File: src/rtl/mips_multicycle_ctrl_if.sv
// Control-to-datapath bundle for the multicycle MIPS controller.
// The exc line exists only when CTRL_EXCEPTION_EN is defined.
interface mips_multicycle_ctrl_if;
    logic [5:0] opcode;
    logic       zero;
    logic       mem_ready;
    logic       pc_write;
    logic       ir_write;
    logic       mem_read;
    logic       mem_write;
    logic       iord;
    logic       reg_write;
    logic       reg_dst;
    logic       mem_to_reg;
    logic       alu_src_a;
    logic [1:0] alu_src_b;
    logic [1:0] alu_op;
    logic [1:0] pc_source;
    logic [3:0] state_o;
`ifdef CTRL_EXCEPTION_EN
    logic       exc;
`endif

    modport master (
        input  opcode, zero, mem_ready,
        output pc_write, ir_write, mem_read, mem_write, iord, reg_write, reg_dst,
               mem_to_reg, alu_src_a, alu_src_b, alu_op, pc_source, state_o
`ifdef CTRL_EXCEPTION_EN
        , output exc
`endif
    );

    modport slave (
        output opcode, zero, mem_ready,
        input  pc_write, ir_write, mem_read, mem_write, iord, reg_write, reg_dst,
               mem_to_reg, alu_src_a, alu_src_b, alu_op, pc_source, state_o
`ifdef CTRL_EXCEPTION_EN
        , input exc
`endif
    );
endinterface

File: src/rtl/mips_multicycle_ctrl.sv
// Multicycle MIPS main control FSM with memory-ready stalls.
// Define CTRL_EXCEPTION_EN to add the EXCEPT state and exc output for undefined opcodes.
module mips_multicycle_ctrl #(
    parameter logic [5:0] OP_RTYPE = 6'h00,
    parameter logic [5:0] OP_LW    = 6'h23,
    parameter logic [5:0] OP_SW    = 6'h2B,
    parameter logic [5:0] OP_BEQ   = 6'h04,
    parameter logic [5:0] OP_J     = 6'h02
) (
    input  logic                        clk,
    input  logic                        rst_n,
    mips_multicycle_ctrl_if.master      ctrl
);

    typedef enum logic [3:0] {
        S_RST      = 4'd0,
        S_FETCH    = 4'd1,
        S_DECODE   = 4'd2,
        S_MEMADDR  = 4'd3,
        S_MEMREAD  = 4'd4,
        S_MEMWB    = 4'd5,
        S_MEMWRITE = 4'd6,
        S_EXECUTE  = 4'd7,
        S_RTYPE_WB = 4'd8,
        S_BRANCH   = 4'd9,
        S_JUMP     = 4'd10
`ifdef CTRL_EXCEPTION_EN
        , S_EXCEPT = 4'd11
`endif
    } state_t;

    state_t state, state_nxt;

    always_ff @(posedge clk or negedge rst_n) begin
        if (!rst_n) state <= S_RST;
        else        state <= state_nxt;
    end

    always_comb begin
        state_nxt = S_FETCH;
        case (state)
            S_RST:      state_nxt = S_FETCH;
            S_FETCH:    state_nxt = ctrl.mem_ready ? S_DECODE : S_FETCH;
            S_DECODE: begin
                if (ctrl.opcode == OP_LW || ctrl.opcode == OP_SW) state_nxt = S_MEMADDR;
                else if (ctrl.opcode == OP_RTYPE)                 state_nxt = S_EXECUTE;
                else if (ctrl.opcode == OP_BEQ)                   state_nxt = S_BRANCH;
                else if (ctrl.opcode == OP_J)                     state_nxt = S_JUMP;
`ifdef CTRL_EXCEPTION_EN
                else                                              state_nxt = S_EXCEPT;
`else
                else                                              state_nxt = S_FETCH;
`endif
            end
            // An opcode that is neither LW nor SW here can only come from a corrupted IR; refetch.
            S_MEMADDR: begin
                if (ctrl.opcode == OP_LW)      state_nxt = S_MEMREAD;
                else if (ctrl.opcode == OP_SW) state_nxt = S_MEMWRITE;
                else                           state_nxt = S_FETCH;
            end
            S_MEMREAD:  state_nxt = ctrl.mem_ready ? S_MEMWB : S_MEMREAD;
            S_MEMWB:    state_nxt = S_FETCH;
            S_MEMWRITE: state_nxt = ctrl.mem_ready ? S_FETCH : S_MEMWRITE;
            S_EXECUTE:  state_nxt = S_RTYPE_WB;
            S_RTYPE_WB: state_nxt = S_FETCH;
            S_BRANCH:   state_nxt = S_FETCH;
            S_JUMP:     state_nxt = S_FETCH;
`ifdef CTRL_EXCEPTION_EN
            S_EXCEPT:   state_nxt = S_FETCH;
`endif
            default:    state_nxt = S_FETCH;
        endcase
    end

    always_comb begin
        ctrl.pc_write   = 1'b0;
        ctrl.ir_write   = 1'b0;
        ctrl.mem_read   = 1'b0;
        ctrl.mem_write  = 1'b0;
        ctrl.iord       = 1'b0;
        ctrl.reg_write  = 1'b0;
        ctrl.reg_dst    = 1'b0;
        ctrl.mem_to_reg = 1'b0;
        ctrl.alu_src_a  = 1'b0;
        ctrl.alu_src_b  = '0;
        ctrl.alu_op     = '0;
        ctrl.pc_source  = '0;
`ifdef CTRL_EXCEPTION_EN
        ctrl.exc        = 1'b0;
`endif
        case (state)
            S_FETCH: begin
                ctrl.mem_read  = 1'b1;
                ctrl.alu_src_b = 2'b01;
                ctrl.ir_write  = ctrl.mem_ready;
                ctrl.pc_write  = ctrl.mem_ready;
            end
            S_DECODE:   ctrl.alu_src_b = 2'b11;
            S_MEMADDR: begin
                ctrl.alu_src_a = 1'b1;
                ctrl.alu_src_b = 2'b10;
            end
            S_MEMREAD: begin
                ctrl.mem_read = 1'b1;
                ctrl.iord     = 1'b1;
            end
            S_MEMWB: begin
                ctrl.reg_write  = 1'b1;
                ctrl.mem_to_reg = 1'b1;
            end
            S_MEMWRITE: begin
                ctrl.mem_write = 1'b1;
                ctrl.iord      = 1'b1;
            end
            S_EXECUTE: begin
                ctrl.alu_src_a = 1'b1;
                ctrl.alu_op    = 2'b10;
            end
            S_RTYPE_WB: begin
                ctrl.reg_write = 1'b1;
                ctrl.reg_dst   = 1'b1;
            end
            S_BRANCH: begin
                ctrl.alu_src_a = 1'b1;
                ctrl.alu_op    = 2'b01;
                ctrl.pc_source = 2'b01;
                ctrl.pc_write  = ctrl.zero;
            end
            S_JUMP: begin
                ctrl.pc_source = 2'b10;
                ctrl.pc_write  = 1'b1;
            end
`ifdef CTRL_EXCEPTION_EN
            S_EXCEPT: begin
                ctrl.pc_source = 2'b11;
                ctrl.pc_write  = 1'b1;
                ctrl.exc       = 1'b1;
            end
`endif
            default: ;
        endcase
    end

    assign ctrl.state_o = state;

endmodule
File: src/flat_wrapper.sv
// flat-port wrapper written by rule: the top's interface ports become plain ports
module mips_multicycle_ctrl_flat 
#(
    parameter logic [5:0] OP_RTYPE = 6'h00,
    parameter logic [5:0] OP_LW    = 6'h23,
    parameter logic [5:0] OP_SW    = 6'h2B,
    parameter logic [5:0] OP_BEQ   = 6'h04,
    parameter logic [5:0] OP_J     = 6'h02
)
  (clk, rst_n, ctrl_opcode, ctrl_zero, ctrl_mem_ready, ctrl_pc_write, ctrl_ir_write, ctrl_mem_read, ctrl_mem_write, ctrl_iord, ctrl_reg_write, ctrl_reg_dst, ctrl_mem_to_reg, ctrl_alu_src_a, ctrl_alu_src_b, ctrl_alu_op, ctrl_pc_source, ctrl_state_o);
  mips_multicycle_ctrl_if ctrl_i ();
  input  logic clk;
  input  logic rst_n;
  input wire logic [$bits(ctrl_i.opcode)-1:0] ctrl_opcode;
  input wire logic [$bits(ctrl_i.zero)-1:0] ctrl_zero;
  input wire logic [$bits(ctrl_i.mem_ready)-1:0] ctrl_mem_ready;
  output wire logic [$bits(ctrl_i.pc_write)-1:0] ctrl_pc_write;
  output wire logic [$bits(ctrl_i.ir_write)-1:0] ctrl_ir_write;
  output wire logic [$bits(ctrl_i.mem_read)-1:0] ctrl_mem_read;
  output wire logic [$bits(ctrl_i.mem_write)-1:0] ctrl_mem_write;
  output wire logic [$bits(ctrl_i.iord)-1:0] ctrl_iord;
  output wire logic [$bits(ctrl_i.reg_write)-1:0] ctrl_reg_write;
  output wire logic [$bits(ctrl_i.reg_dst)-1:0] ctrl_reg_dst;
  output wire logic [$bits(ctrl_i.mem_to_reg)-1:0] ctrl_mem_to_reg;
  output wire logic [$bits(ctrl_i.alu_src_a)-1:0] ctrl_alu_src_a;
  output wire logic [$bits(ctrl_i.alu_src_b)-1:0] ctrl_alu_src_b;
  output wire logic [$bits(ctrl_i.alu_op)-1:0] ctrl_alu_op;
  output wire logic [$bits(ctrl_i.pc_source)-1:0] ctrl_pc_source;
  output wire logic [$bits(ctrl_i.state_o)-1:0] ctrl_state_o;
  assign ctrl_i.opcode = ctrl_opcode;
  assign ctrl_i.zero = ctrl_zero;
  assign ctrl_i.mem_ready = ctrl_mem_ready;
  assign ctrl_pc_write = ctrl_i.pc_write;
  assign ctrl_ir_write = ctrl_i.ir_write;
  assign ctrl_mem_read = ctrl_i.mem_read;
  assign ctrl_mem_write = ctrl_i.mem_write;
  assign ctrl_iord = ctrl_i.iord;
  assign ctrl_reg_write = ctrl_i.reg_write;
  assign ctrl_reg_dst = ctrl_i.reg_dst;
  assign ctrl_mem_to_reg = ctrl_i.mem_to_reg;
  assign ctrl_alu_src_a = ctrl_i.alu_src_a;
  assign ctrl_alu_src_b = ctrl_i.alu_src_b;
  assign ctrl_alu_op = ctrl_i.alu_op;
  assign ctrl_pc_source = ctrl_i.pc_source;
  assign ctrl_state_o = ctrl_i.state_o;
  mips_multicycle_ctrl #(.OP_RTYPE(OP_RTYPE), .OP_LW(OP_LW), .OP_SW(OP_SW), .OP_BEQ(OP_BEQ), .OP_J(OP_J)) u_core (.clk(clk), .rst_n(rst_n), .ctrl(ctrl_i));
endmodule
File: config.mk
export PLATFORM = sky130hd
export DESIGN_NAME = mips_multicycle_ctrl_flat
export DESIGN_NICKNAME = d
export VERILOG_FILES = /design/src/rtl/mips_multicycle_ctrl_if.sv /design/src/rtl/mips_multicycle_ctrl.sv /design/src/flat_wrapper.sv
export SDC_FILE = /design/constraint.sdc
export NUM_CORES = 1
export LEC_CHECK = 0
export BUFFER_PORTS_ARGS = -buffer_cell sky130_fd_sc_hd__buf_4
export CAP_MARGIN = 20
export CORE_AREA = 10 10 47 49
export CTS_CLUSTER_DIAMETER = 150
export CTS_CLUSTER_SIZE = 40
export DETAILED_ROUTE_END_ITERATION = 12
export DIE_AREA = 0 0 57 59
export PLACE_DENSITY = 0.7
export REMOVE_ABC_BUFFERS = 1
export SLEW_MARGIN = 20
export SYNTH_ARGS = -nofsm -noshare
export SYNTH_HDL_FRONTEND = slang
export SYNTH_SLANG_ARGS = --single-unit
File: constraint.sdc
create_clock -name clk -period 2.9 [get_ports clk]
set_input_delay 0.725 -clock clk [delete_from_list [all_inputs] [get_ports clk]]
set_output_delay 0.725 -clock clk [all_outputs]
set_load 0.03 [all_outputs]
==> summary.md <==
| Metric | Value |
|---|---|
| I/O pins | 29 |
| WL per Instance | 14.8 um |
| Fmax | 422 MHz |
| Die area | 3360 um^2 |
| Vias post-DR | 537 |
| N_diodes | 0 |
| Flops & latches, synth | 4 |
| Number of synthesized flops with an enable pin | 0 |
| Worst Reg-to-Reg Cells | 3 |
| Pre-CTS WS | 0.743 ns |
| Finish-stage setup viols | 0 |
| Synth area leaders | dfrtp_1, nor3b_2, nor2_1, nor3_1, nand2_1 |
| Final hold vios | 0 |
| Post-Syn Instances | 61 |
| Detailed-router iteration count before antenna repair | 4 |
| Leak | 0.000316 uW |
| Placed Cells incl. Taps | 101 |
| Chip width | 57 um |
| Main synth FF type | dfrtp_1 |
| Number of buffers added on ports | 28 |
| Post-Syn Area | 480 um^2 |
| Post-route setup slack | 0.531 ns |
| Slew headroom | 0.637 |
| Crit-path max FO | 15 |
| Fin Setup TNS | 0 ns |
| Run status | finished clean |
| Worst min path class | in -> async |
| Critical Path AT | 1.64 ns |
| Area fraction of the dominant cell type after synthesis | 0.208 |
| Slew Limit Fails | 0 |
| Initial antenna violation count | 0 |
| Worst-Margin Slew | 0.545 ns |
| Core ar. | 1400 um^2 |
| Met1 usage | 0.108 |
| Max-Cap Viols | 0 |
| Root Driver | clkbuf_4 |
| Hold buffer count at CTS | 0 |
| DRC | 0 |
| Total grt overflow | 0 |
| Gr usage total | 0.0922 |
| Share of cells above drive strength 1 | 0.420 |
| Area grow syn2layout | 47.4% |
| Async SR Flop Fraction | 1.00 |
| WL final | 1540 um |
| Global-route wire length before repair | 2590 um |
| Grt met3 use | 0.0579 |
| # resized after CTS | 0 |
| Crit end category | output port |
| CTS Buffer Depth | 2 |
| Top cells by count, synth | nor2_1, nand2_1, nor3_1, dfrtp_1, nand3_1 |
| HPWL Detailed | 1180 um |
| RSZ-0062 raised after global routing | no |
| Largest net degree at the start of global routing | 18 |
| Final Cycle Share | 0.817 |
| Clk_skew | 0.000572 ns |
| Vert. Die Dim | 59 um |
| CTS tree | done |
| TritonCTS Buffers | 3 |
| Average cell area after synthesis | 7.88 um^2 |
| Min cycle time layout | 2.37 ns |
| Most frequent cell after synthesis | nor2_1 |
| Peak VDD IR | 0.581 mV |
| Vias in the first global route | 590 |
| Final nets | 100 |
| # Post-CTS Setup Buffers | 0 |
| GRT busiest layer | met2 |
| Sequential fraction of the synthesis area | 0.208 |
| Routability cong. | 0.715 |
| Final Util | 0.505 |
| Yosys warns | 0 |
| WP data required | 2.17 ns |
| Setup CP Type | reg -> out |
| Crit path launch type | flop |
| Yosys cell types | 30 |
| Clock latency on the worst-skew pair | 0.22 ns |
| Max reg flops | 4 |
| Max H-tree Level | 1 |
| Initial core utilization | 0.343 |
| Power Density | 743 nW/um^2 |
| Iter 0 DRT Violations | 12 |
| Routed vias/inst | 5.16 |
| TritonCTS Sinks | 4 |
| Rows | 14 |
| Met2 usage | 0.129 |
| Reg clk slew, reported paths | 0.03 ns |
| Fin cells | 104 |
| Final ANT Viol Nets | 0 |
| Largest area contributor in the netlist | dfrtp_1 |
[path summary, 6_finish.rpt]
check	start	endpoint	slack, ns
max in group asynchronous	rst_n	u_core.ctrl.state_o[1]	2.52
worst max register to register	u_core.ctrl.state_o[2]	u_core.ctrl.state_o[0]	1.37
worst min-delay path	rst_n	u_core.ctrl.state_o[0]	0.28
min in group clk	ctrl_opcode[1]	u_core.ctrl.state_o[2]	0.75
worst max-delay path	u_core.ctrl.state_o[3]	ctrl_alu_src_a	0.53
worst min register to register	u_core.ctrl.state_o[1]	u_core.ctrl.state_o[2]	0.83
[stage by stage]
step	power (uW)	hold slack [ns]	cell area, um^2
after floorplan	333	0.429	455
after global placement	462	0.520	686
after detailed placement	466	0.520	686
after CTS	534	0.280	708
after global routing	573	0.269	708
final	526	0.285	708
[report_power, final]
part           total (uW)  internal [uW]  switching (uW)  leakage, uW
Combinational         337            139             198     0.000251
Clock                64.5           46.0            18.5    0.0000138
Sequential            124           67.7            56.7    0.0000520
[routing by layer]
| metal | part of all wire | up-vias |
|---|---|---|
| met5 | 0 | - |
| met2 | 0.43 | 21 |
| met1 | 0.47 | 245 |
| met3 | 0.11 | 0 |
| li1 | - | 271 |
| met4 | 0 | 0 |
[area by class of cell]
class                      count  area, um^2
multi-input combinational     51         348
timing repair buffer          28         210
tap                           16        20.0
sequential                     4         100
fill                         152         693
clock buffer                   3        22.5
inverter                       2        7.51
[cells in the final DEF, fill, tap and decap left out, drive strengths merged]
cell type and count:
a21oi 2, a221o 1, a31oi 1, and2 1, and2b 1, buf 28
clkbuf 3, dfrtp 4, inv 2, mux2 1, nand2 6, nand2b 3
nand3 4, nand4bb 1, nor2 7, nor2b 2, nor3 5, nor3b 4
nor4 1, nor4bb 1, o21a 1, o21ai 1, o221ai 2, o22a 1
o22ai 1, or3 1, xnor2 2, xor2 1
[logic make-up (layout without fill, tap and decap cells)]
| logic type | after synthesis | after routing | synth area share |
|---|---|---|---|
| multiplexers | 1 | 1 | 0.0234 |
| XOR/XNOR | 3 | 3 | 0.0547 |
| buffers and inverters | 6 | 33 | 0.0677 |
| AND/OR/NAND/NOR | 37 | 37 | 0.484 |
| AO/OA/AOI/OAI | 10 | 10 | 0.161 |
| flip-flops | 4 | 4 | 0.208 |
[critical path, stage by stage, from the launching register on]
cell	delay [ns]
dfrtp_1	0.65
nand2b_1	0.24
o21a_1	0.23
nor2_1	0.11
buf_4	0.18
No activity file was read; power rests on OpenSTA's default activity.
